$ cat src/rtl/pid_pkg.sv
// Shared definitions for the PID compute stage: FSM encoding, MAC operand select,
// default widths and register-file indices.
package pid_pkg;

  localparam int PID_DATA_W    = 16;
  localparam int PID_FRAC_BITS = 8;

  // Register-file indices shared with the register file
  localparam int REG_P     = 0;
  localparam int REG_I     = 1;
  localparam int REG_D     = 2;
  localparam int REG_SP    = 3;
  localparam int REG_PID_O = 4;
  localparam int REG_PWM_O = 5;

  typedef enum logic [2:0] {
    ST_IDLE = 3'd0,
    ST_ERR  = 3'd1,
    ST_PT   = 3'd2,
    ST_IT   = 3'd3,
    ST_DT   = 3'd4,
    ST_OUT  = 3'd5
  } pid_state_e;

  typedef enum logic [1:0] {
    SEL_E = 2'd0,
    SEL_I = 2'd1,
    SEL_D = 2'd2
  } mac_sel_e;

endpackage

$ cat src/rtl/pid_mac.sv
// Shared signed multiply-accumulate: picks one gain/operand pair per cycle and
// either loads the product or adds it to the running accumulator.
import pid_pkg::*;

module pid_mac #(
  parameter int DATA_W = PID_DATA_W,
  parameter int INT_W  = 20,
  parameter int ACC_W  = 40
) (
  input  logic                     clk,
  input  logic                     i_rst_n,
  input  logic [DATA_W-1:0]        i_kp,
  input  logic [DATA_W-1:0]        i_ki,
  input  logic [DATA_W-1:0]        i_kd,
  input  logic signed [DATA_W:0]   i_e,
  input  logic signed [INT_W-1:0]  i_integ,
  input  logic signed [DATA_W+1:0] i_de,
  input  mac_sel_e                 i_sel,
  input  logic                     i_clr,
  input  logic                     i_load,
  input  logic                     i_acc,
  output logic signed [ACC_W-1:0]  o_acc
);

  logic signed [ACC_W-1:0] w_gain;
  logic signed [ACC_W-1:0] w_opnd;
  logic signed [ACC_W-1:0] w_prod;
  logic signed [ACC_W-1:0] r_acc;

  // Gains are unsigned, so zero-extend them; operands are sign-extended
  always_comb begin
    w_gain = '0;
    w_opnd = '0;
    case (i_sel)
      SEL_E: begin
        w_gain = {{(ACC_W-DATA_W){1'b0}}, i_kp};
        w_opnd = {{(ACC_W-DATA_W-1){i_e[DATA_W]}}, i_e};
      end
      SEL_I: begin
        w_gain = {{(ACC_W-DATA_W){1'b0}}, i_ki};
        w_opnd = {{(ACC_W-INT_W){i_integ[INT_W-1]}}, i_integ};
      end
      SEL_D: begin
        w_gain = {{(ACC_W-DATA_W){1'b0}}, i_kd};
        w_opnd = {{(ACC_W-DATA_W-2){i_de[DATA_W+1]}}, i_de};
      end
      default: begin
        w_gain = '0;
        w_opnd = '0;
      end
    endcase
  end

  assign w_prod = w_gain * w_opnd;

  always_ff @(posedge clk) begin
    if (!i_rst_n || i_clr) begin
      r_acc <= '0;
    end else if (i_load) begin
      r_acc <= w_prod;
    end else if (i_acc) begin
      r_acc <= r_acc + w_prod;
    end
  end

  assign o_acc = r_acc;

endmodule

$ cat src/rtl/pid_core.sv
// Discrete PID compute stage: snapshots inputs on a sample strobe, then runs
// ERR -> P -> I -> D -> OUT through one shared MAC and saturates to an unsigned command.
import pid_pkg::*;

module pid_core #(
  parameter int DATA_W    = PID_DATA_W,
  parameter int FRAC_BITS = PID_FRAC_BITS,
  parameter int INT_W     = 20,
  parameter int INT_LIM   = 262143,
  parameter int ACC_W     = 40
) (
  input  logic              clk_in,
  input  logic              reset,
  input  logic [DATA_W-1:0] p,
  input  logic [DATA_W-1:0] i,
  input  logic [DATA_W-1:0] d,
  input  logic [DATA_W-1:0] sp,
  input  logic [DATA_W-1:0] meas_i,
  input  logic              sample_i,
  input  logic              clr_i,
  output logic [DATA_W-1:0] pid_o,
  output logic              busy_o,
  output logic              done_o,
  output logic              overrun_o
);

  localparam logic signed [INT_W:0]   LIM_POS = (INT_W+1)'(INT_LIM);
  localparam logic signed [INT_W:0]   LIM_NEG = -LIM_POS;
  localparam logic signed [ACC_W-1:0] OUT_MAX = {{(ACC_W-DATA_W){1'b0}}, {DATA_W{1'b1}}};

  pid_state_e r_state, w_next;

  logic [DATA_W-1:0]        r_kp, r_ki, r_kd, r_sp, r_meas;
  logic signed [DATA_W:0]   r_e, r_e_prev;
  logic signed [INT_W-1:0]  r_integ;
  logic                     r_clr_pend;
  logic [DATA_W-1:0]        r_pid;
  logic                     r_done;
  logic                     r_overrun;

  logic signed [DATA_W:0]   w_e;
  logic signed [INT_W:0]    w_integ_sum;
  logic signed [DATA_W+1:0] w_de;
  logic signed [ACC_W-1:0]  w_acc;
  logic signed [ACC_W-1:0]  w_y;
  mac_sel_e                 w_sel;
  logic                     w_mac_load, w_mac_acc;

  function automatic logic signed [INT_W-1:0] clamp_integ(input logic signed [INT_W:0] v);
    if (v > LIM_POS)      return LIM_POS[INT_W-1:0];
    else if (v < LIM_NEG) return LIM_NEG[INT_W-1:0];
    else                  return v[INT_W-1:0];
  endfunction

  function automatic logic [DATA_W-1:0] sat_out(input logic signed [ACC_W-1:0] v);
    if (v < 0)            return '0;
    else if (v > OUT_MAX) return {DATA_W{1'b1}};
    else                  return v[DATA_W-1:0];
  endfunction

  assign w_e         = $signed({1'b0, r_sp}) - $signed({1'b0, r_meas});
  assign w_integ_sum = {r_integ[INT_W-1], r_integ} + {{(INT_W-DATA_W){w_e[DATA_W]}}, w_e};
  assign w_de        = {r_e[DATA_W], r_e} - {r_e_prev[DATA_W], r_e_prev};
  assign w_y         = w_acc >>> FRAC_BITS;

  always_ff @(posedge clk_in) begin
    if (!reset) r_state <= ST_IDLE;
    else        r_state <= w_next;
  end

  always_comb begin
    w_next = r_state;
    case (r_state)
      ST_IDLE: if (sample_i) w_next = ST_ERR;
      ST_ERR:  w_next = ST_PT;
      ST_PT:   w_next = ST_IT;
      ST_IT:   w_next = ST_DT;
      ST_DT:   w_next = ST_OUT;
      ST_OUT:  w_next = ST_IDLE;
      default: w_next = ST_IDLE;
    endcase
  end

  always_comb begin
    w_sel      = SEL_E;
    w_mac_load = 1'b0;
    w_mac_acc  = 1'b0;
    case (r_state)
      ST_PT: w_mac_load = 1'b1;
      ST_IT: begin w_sel = SEL_I; w_mac_acc = 1'b1; end
      ST_DT: begin w_sel = SEL_D; w_mac_acc = 1'b1; end
      default: ;
    endcase
  end

  // A clear requested mid-computation is deferred to the next IDLE cycle, where it
  // also precedes any sample accepted in that same cycle.
  always_ff @(posedge clk_in) begin
    if (!reset) begin
      r_kp <= '0; r_ki <= '0; r_kd <= '0; r_sp <= '0; r_meas <= '0;
      r_e <= '0; r_e_prev <= '0; r_integ <= '0;
      r_clr_pend <= 1'b0; r_pid <= '0; r_done <= 1'b0; r_overrun <= 1'b0;
    end else begin
      r_done <= 1'b0;
      if (sample_i && r_state != ST_IDLE) r_overrun <= 1'b1;
      if (clr_i && r_state != ST_IDLE)    r_clr_pend <= 1'b1;
      case (r_state)
        ST_IDLE: begin
          if (clr_i || r_clr_pend) begin
            r_integ    <= '0;
            r_e_prev   <= '0;
            r_clr_pend <= 1'b0;
          end
          if (sample_i) begin
            r_kp <= p; r_ki <= i; r_kd <= d; r_sp <= sp; r_meas <= meas_i;
          end
        end
        ST_ERR: begin
          r_e     <= w_e;
          r_integ <= clamp_integ(w_integ_sum);
        end
        ST_DT:  r_e_prev <= r_e;
        ST_OUT: begin
          r_pid  <= sat_out(w_y);
          r_done <= 1'b1;
        end
        default: ;
      endcase
    end
  end

  pid_mac #(
    .DATA_W (DATA_W),
    .INT_W  (INT_W),
    .ACC_W  (ACC_W)
  ) u_mac (
    .clk     (clk_in),
    .i_rst_n (reset),
    .i_kp    (r_kp),
    .i_ki    (r_ki),
    .i_kd    (r_kd),
    .i_e     (r_e),
    .i_integ (r_integ),
    .i_de    (w_de),
    .i_sel   (w_sel),
    .i_clr   (1'b0),
    .i_load  (w_mac_load),
    .i_acc   (w_mac_acc),
    .o_acc   (w_acc)
  );

  assign pid_o     = r_pid;
  assign busy_o    = (r_state != ST_IDLE);
  assign done_o    = r_done;
  assign overrun_o = r_overrun;

endmodule

$ cat config.mk
export PLATFORM = sky130hd
export DESIGN_NAME = pid_core
export DESIGN_NICKNAME = d
export VERILOG_FILES = /design/src/rtl/pid_pkg.sv /design/src/rtl/pid_mac.sv /design/src/rtl/pid_core.sv
export SDC_FILE = /design/constraint.sdc
export NUM_CORES = 2
export LEC_CHECK = 0
export CAP_MARGIN = 20
export CORE_UTILIZATION = 35
export DETAILED_ROUTE_END_ITERATION = 8
export HOLD_SLACK_MARGIN = 0.05
export PLACE_DENSITY = 0.61
export SLEW_MARGIN = 40
export SYNTH_ARGS = -nofsm -noshare
export SYNTH_HDL_FRONTEND = slang
export SYNTH_SLANG_ARGS = --single-unit
$ cat constraint.sdc
create_clock -name clk_in -period 32.2 [get_ports clk_in]
set_clock_uncertainty 0.2 [all_clocks]
set_input_delay 8.05 -clock clk_in [delete_from_list [all_inputs] [get_ports clk_in]]
set_output_delay 8.05 -clock clk_in [all_outputs]
set_load 0.02 [all_outputs]
# After elaboration in Yosys (flattened, before gate mapping)

Cells that the tools add are included.

Add/subtract/negate cells: 4
Multipliers: 1
Order comparisons: 4
Equality and inequality tests: 9
Muxes and demuxes: 21
Reductions and logical operators: 13

Operators with widths:

| cell                   | count |
|---|---|
| $pmux W40 S3           | 1 |
| $mux W40               | 2 |
| $mux W20               | 3 |
| $pmux W16 S3           | 1 |
| $add A40 B40 Y40       | 1 |
| $mul A17 B40 Y40       | 1 |
| $pmux W20 S2           | 1 |
| $pmux W17 S2           | 1 |
| $gt A32 B17 Y1 const B | 1 |
| $lt A32 B1 Y1 const B  | 1 |
| $mux W16               | 2 |
| $add A20 B17 Y21       | 1 |
| $gt A21 B19 Y1 const B | 1 |
| $lt A21 B19 Y1 const B | 1 |
| $sub A17 B17 Y18       | 1 |
| $mux W17               | 1 |
| $sub A16 B16 Y17       | 1 |
| $pmux W3 S5            | 1 |
| $eq A3 B2 Y1 const B   | 2 |
| $eq A3 B3 Y1 const B   | 2 |
| $mux W1                | 6 |
| $reduce_and A2 Y1      | 3 |
| $reduce_bool A2 Y1     | 3 |
| $ne A2 B2 Y1 const B   | 2 |
| other kinds (11)       | 12 |

Register bits: 196
Input port bits: 84
Output and inout port bits: 19
Logic and storage cells: 66

# Logic depth before layout (Yosys ltp)

Word-level depth: 8
Depth in mapped cells: 48
Depth with buffers taken out: 48

# Hierarchy

Synthesis repeated with hierarchy kept, for this count alone.

Cells, all modules: 3,212
Area total of the unflattened synthesis: 25,714.7 µm²

Modules (own cells, without submodules):

| module   | times used | cells each | area each (µm²) | seq. area each (µm²) |
|---|---|---|---|---|
| pid_mac  | 1          | 2,126      | 17,299.1        | 800.8 |
| pid_core | 1          | 1,086      | 8,415.6         | 3,123.0 |

# Least setup slack after synthesis

No wires, ideal clock.

Path kind: reg-to-reg
Start point: register r_e[0]
End point: register u_mac.r_acc[39], in the netlist u_mac.o_acc[39]
Library setup time: 0.058 ns
Data arrival time: 9.966 ns
Data required time: 31.942 ns
Setup slack: 21.976 ns
Stages on the path, launching flop included: 42
Path buffers: 0
Clock period less this slack: 10.224 ns
Cell sequence: dfxtp_1 inv_1 ha_1 fa_1 nor2b_1 o21ai_0 a21boi_1 o21ai_0 a21boi_1 o21ai_1 a21oi_1 nor3_1 or4b_1 a41oi_2 o21ai_0 fa_1 fa_1 fa_1 [... 6 more ...] ha_1 a21boi_0 a311oi_1 a21oi_1 or2_2 o21ai_0 a21boi_0 o21ai_0 nor2b_1 xnor2_1 ha_1 nand3_1 o31ai_4 a311oi_2 o41ai_2 nor3_1 a2111oi_2 o21a_1

Longest elaborated chain between the ends: 6

RTL lines:

| element                | line            | text |
|---|---|---|
| from (decl)            | pid_core.sv:34  | `logic signed [DATA_W:0] r_e, r_e_prev;` |
| from (signal assigned) | pid_core.sv:119 | `r_e <= w_e;` |
| $sub A17 B17 Y18       | pid_core.sv:63  | `assign w_de = {r_e[DATA_W], r_e} - {r_e_prev[DATA_W], r_e_prev};` |
| $pmux W40 S3 *         | pid_mac.sv:34   | `case (i_sel)` |
| $mul A17 B40 Y40 *     | pid_mac.sv:54   | `assign w_prod = w_gain * w_opnd;` |
| $add A40 B40 Y40       | pid_mac.sv:62   | `r_acc <= r_acc + w_prod;` |
| $mux W40               | pid_mac.sv:61   | `end else if (i_acc) begin` |
| $mux W40 *             | pid_mac.sv:59   | `end else if (i_load) begin` |
| to (signal assigned)   | pid_mac.sv:60   | `r_acc <= w_prod;` |
| to (signal assigned)   | pid_mac.sv:62   |  |
| to (decl)              | pid_mac.sv:28   | `logic signed [ACC_W-1:0] r_acc;` |

Mark *: on every way between the ends. The rest lies on a longest branch, timed or not. The select of a mux whose other input is x is not followed.
A chain may end at the register's enable or synchronous reset.

# Worst setup path in the final report

Start point: register r_e[0]
End point: register u_mac.r_acc[38], in the netlist u_mac.o_acc[38]

The elaborated chain is that of the path after synthesis.

==> PnR_summary.wiki <==
{| class="wikitable"
! Metric !! Value
|-
| Number of warning messages in the yosys log || 0
|-
| Initial antenna violation count || 2
|-
| Hold Fails Final Rpt || 0
|-
| Worst hold path type || flop to flop
|-
| Power density of the placed cells || 48.2 nW/um^2
|-
| Number of global-route vias before repair || 20961
|-
| Buffer type at the clock tree root || sky130_fd_sc_hd__clkbuf_16
|-
| Achievable Freq || 84.9 MHz
|-
| Residual DRC || 0
|-
| Global-route wire length before repair || 115 mm
|-
| Post-Synthesis Cells || 3035
|-
| Kind of capture point of the worst setup path || flop
|-
| Global placement routability congestion || 0.903
|-
| # Post-CTS Setup Buffers || 0
|-
| Req. time, crit path || 32.35 ns
|-
| Worst Reg-to-Reg Cells || 44
|-
| Inserted Clock Buffers || 17
|-
| Count of instances resized after the clock tree is built || 0
|-
| Share of synthesized flip-flops with an asynchronous set or reset || 0
|-
| Mean instance size in the synthesized netlist || 8.12 sq um
|-
| Detailed placer's ending HPWL || 55.1 mm
|-
| Number of enable-type register cells in the synthesized netlist || 0
|-
| Kind of cell adding the most delay to the critical path || compound AO/OA/AOI/OAI gates
|-
| Remaining antenna violation count after routing || 0
|-
| P_leak || 12.5 nW
|-
| Final clock period utilization by the worst path || 0.366
|-
| Via-per-instance ratio || 5.24
|-
| Register-to-register path setup slack || 20.42 ns
|-
| Total of hold buffers inserted after clock tree synthesis || 0
|-
| Dominant combinational cell family by area after synthesis || adder cells
|-
| RSZ-0062 raised after global routing || no
|-
| GRT Total Usage || 0.207
|-
| Xor/xnor cell area share of the yosys netlist || 0.0419
|-
| Worst relative slew slack || 0.448
|-
| Area of the placeable core || 69100 sq um
|-
| Most common library cell in the layout ignoring fill and taps || sky130_fd_sc_hd__inv_1
|-
| Setup WS pre-CTS || 20.66 ns
|-
| Transition at the pin with the smallest max-transition slack || 0.828 ns
|-
| Worst path slowest cell || sky130_fd_sc_hd__or4b_1
|-
| Die width || 267 microns
|-
| Detailed-route wire length || 70.9 mm
|-
| Total negative setup slack || 0 ns
|-
| Initial core utilization || 0.357
|-
| Die Area || 71500 sq um
|-
| End point of the worst hold path || r_kd[14]
|-
| Flops & latches, synth || 196
|-
| Start-to-end type of the worst setup path || flop to flop
|-
| Cell Rows || 96
|-
| TritonCTS clock tree || yes
|-
| Largest net degree at the start of global routing || 103
|-
| Number of top-level pins || 103
|-
| Buffer and inverter count on the worst path || 4
|-
| Basic-gate share of the synthesized area counting and, or, nand and nor cells || 0.166
|-
| Maximum single-stage delay on the critical path || 0.57 ns
|-
| Maximum resistive drop on vdd || 36.7 uV
|-
| Max-Cap Viols || 0
|-
| Final global-route overflow total || 0
|-
| Hold Path Depth || 2
|-
| Die height || 267 microns
|-
| WP depth || 44
|-
| Area added between synthesis and finish || 11.0%
|-
| Filler cell count || 7139
|-
| Startpoint of the worst-slack reg-to-reg timing path || r_e[0]
|-
| Critical-path maximum fanout || 10
|-
| CTS H-Tree Depth || 4
|-
| Net count after synthesis || 3637
|-
| Critical path data arrival time || 11.93 ns
|-
| Count of input and output buffers || 102
|-
| Final number of setup-violating endpoints || 0
|-
| Clock latency reported for the late side of the worst-skew pair || 0.49 ns
|-
| Count of clock tree sinks || 196
|-
| CTS max path bufs || 2
|-
| Clock transition time at the flip-flop clock pins of the worst setup and hold paths || 0.08 ns
|-
| Number of distinct library cells after synthesis || 89
|-
| Share of cell area taken by muxes after synthesis || 0.00168
|-
| Mapped cell area || 24600 sq um
|-
| Synthesized-area fraction occupied by ao, oa, aoi and oai cells || 0.179
|-
| Dominant synthesized flop cell || sky130_fd_sc_hd__dfxtp_1
|-
| Element type at the critical path start || flop
|-
| Number of detailed-routing iterations run before antenna repair || 7
|-
| Fin crit period || 11.78 ns
|-
| Most used cells in the layout excluding fill and tap cells || 454 x sky130_fd_sc_hd__inv_1, 422 x sky130_fd_sc_hd__nand2_1, 319 x sky130_fd_sc_hd__fa_1
|-
| Nets@finish || 3672
|-
| Average wire per cell in the routed design || 17.7 microns
|-
| Outcome || finished clean
|-
| Slew Viols, Final || 0
|-
| Worst hold path startpoint || r_kd[14]
|-
| DR iter-0 viols || 1439
|-
| Ratio of cells with drive above 1 in the final layout || 0.0477
|-
| Post-route setup slack || 20.42 ns
|-
| Endpoint of the worst register-to-register path || u_mac.o_acc[38]
|-
| Adder and majority cell fraction of the synthesized area || 0.361
|-
| Total via count after detailed routing || 21029
|-
| Post-synthesis sequential area ratio || 0.159
|}
[worst min-delay path: stages, from the launching register on]
cell	delay, ns
sky130_fd_sc_hd__dfxtp_1	0.32
sky130_fd_sc_hd__nand2_1	0.05
sky130_fd_sc_hd__a21oi_1	0.05
[registers in the layout, indices dropped and copies added (netlist names)]
name / cells
done_o: 1
overrun_o: 1
pid_o: 16
r_clr_pend: 1
r_e: 17
r_e_prev: 17
r_integ: 20
r_kd: 16
r_ki: 16
r_kp: 16
r_meas: 16
r_sp: 16
r_state: 3
u_mac.o_acc: 40
[cells in the mapped netlist (all sizes together) (16+ instances only)]
cell	n	area, sq um
inv	455	1710
nand2	425	1600
fa	319	6390
nor2	296	1110
a21oi	270	1420
ha	199	2490
dfxtp	196	3920
clkbuf	110	413
o21ai	97	489
xnor2	84	736
nor3	53	275
a21o	43	323
and3	35	224
a22oi	34	255
xor2	34	298
nand3	29	150
a221oi	27	249
buf	24	120
nor2b	24	158
a221o	20	200
o21a	20	150
a211oi	18	135
and2	16	103
[power by group]
group | switching [mW] | internal (mW) | leakage, nW
combinational | 0.480 | 0.297 | 10.6
sequential | 0.0373 | 0.272 | 1.60
clock | 0.123 | 0.108 | 0.298
total | 0.640 | 0.677 | 12.5
[cell type report]
cell class	instances	area (sq um)	share of cell area
multi-input cells	2250	18500	0.678
flip-flops and latches	196	3920	0.143
inverters	455	1710	0.0626
repair buffers	150	1380	0.0505
well taps	931	1160	0.0426
clock buffers	18	439	0.0161
clock inverters	14	180	0.00659
diodes	1	2.50	0.0000915
[metal layers]
layer / GRT usage / vias up / part of all wire
met5: 0 / - / 0
met4: 0.0760 / 0 / 0.034
met3: 0.0338 / 115 / 0.061
met2: 0.337 / 543 / 0.46
met1: 0.274 / 10336 / 0.44
li1: - / 10035 / -
[kinds of logic (layout without fill, tap and decap cells)]
kind of cell / Yosys count / count (layout)
other cells: 0 / 1
simple gates: 944 / 944
compound gates: 663 / 663
mux: 4 / 4
fa+ha+maj: 521 / 521
flops: 196 / 196
buf+inv: 589 / 637
xor+xnor: 118 / 118
[metrics by stage]
step	hold slack, ns	utilization	cells	power, mW	area, sq um
2_1_floorplan	0.232	-	3035	0.876	24600
3_3_place_gp	0.239	0.386	3977	1.07	26700
3_5_place_dp	0.244	0.387	3981	1.08	26700
4_1_cts	0.260	0.396	4013	1.32	27300
5_1_grt	0.271	0.396	4015	1.42	27400
6_report	0.256	0.396	4015	1.32	27400
[worst max-delay path by stage]
stage,start,slack (ns),end
CTS,r_e[0],20.60,u_mac.o_acc[38]
floorplan,r_e[0],21.98,u_mac.o_acc[39]
detailed placement,r_e[0],20.66,u_mac.o_acc[38]
global placement,r_e[0],20.85,u_mac.o_acc[36]
finish,r_e[0],20.42,u_mac.o_acc[38]
global route,r_e[0],19.32,u_mac.o_acc[38]
Note: power is estimated with default switching activity, not from simulation.
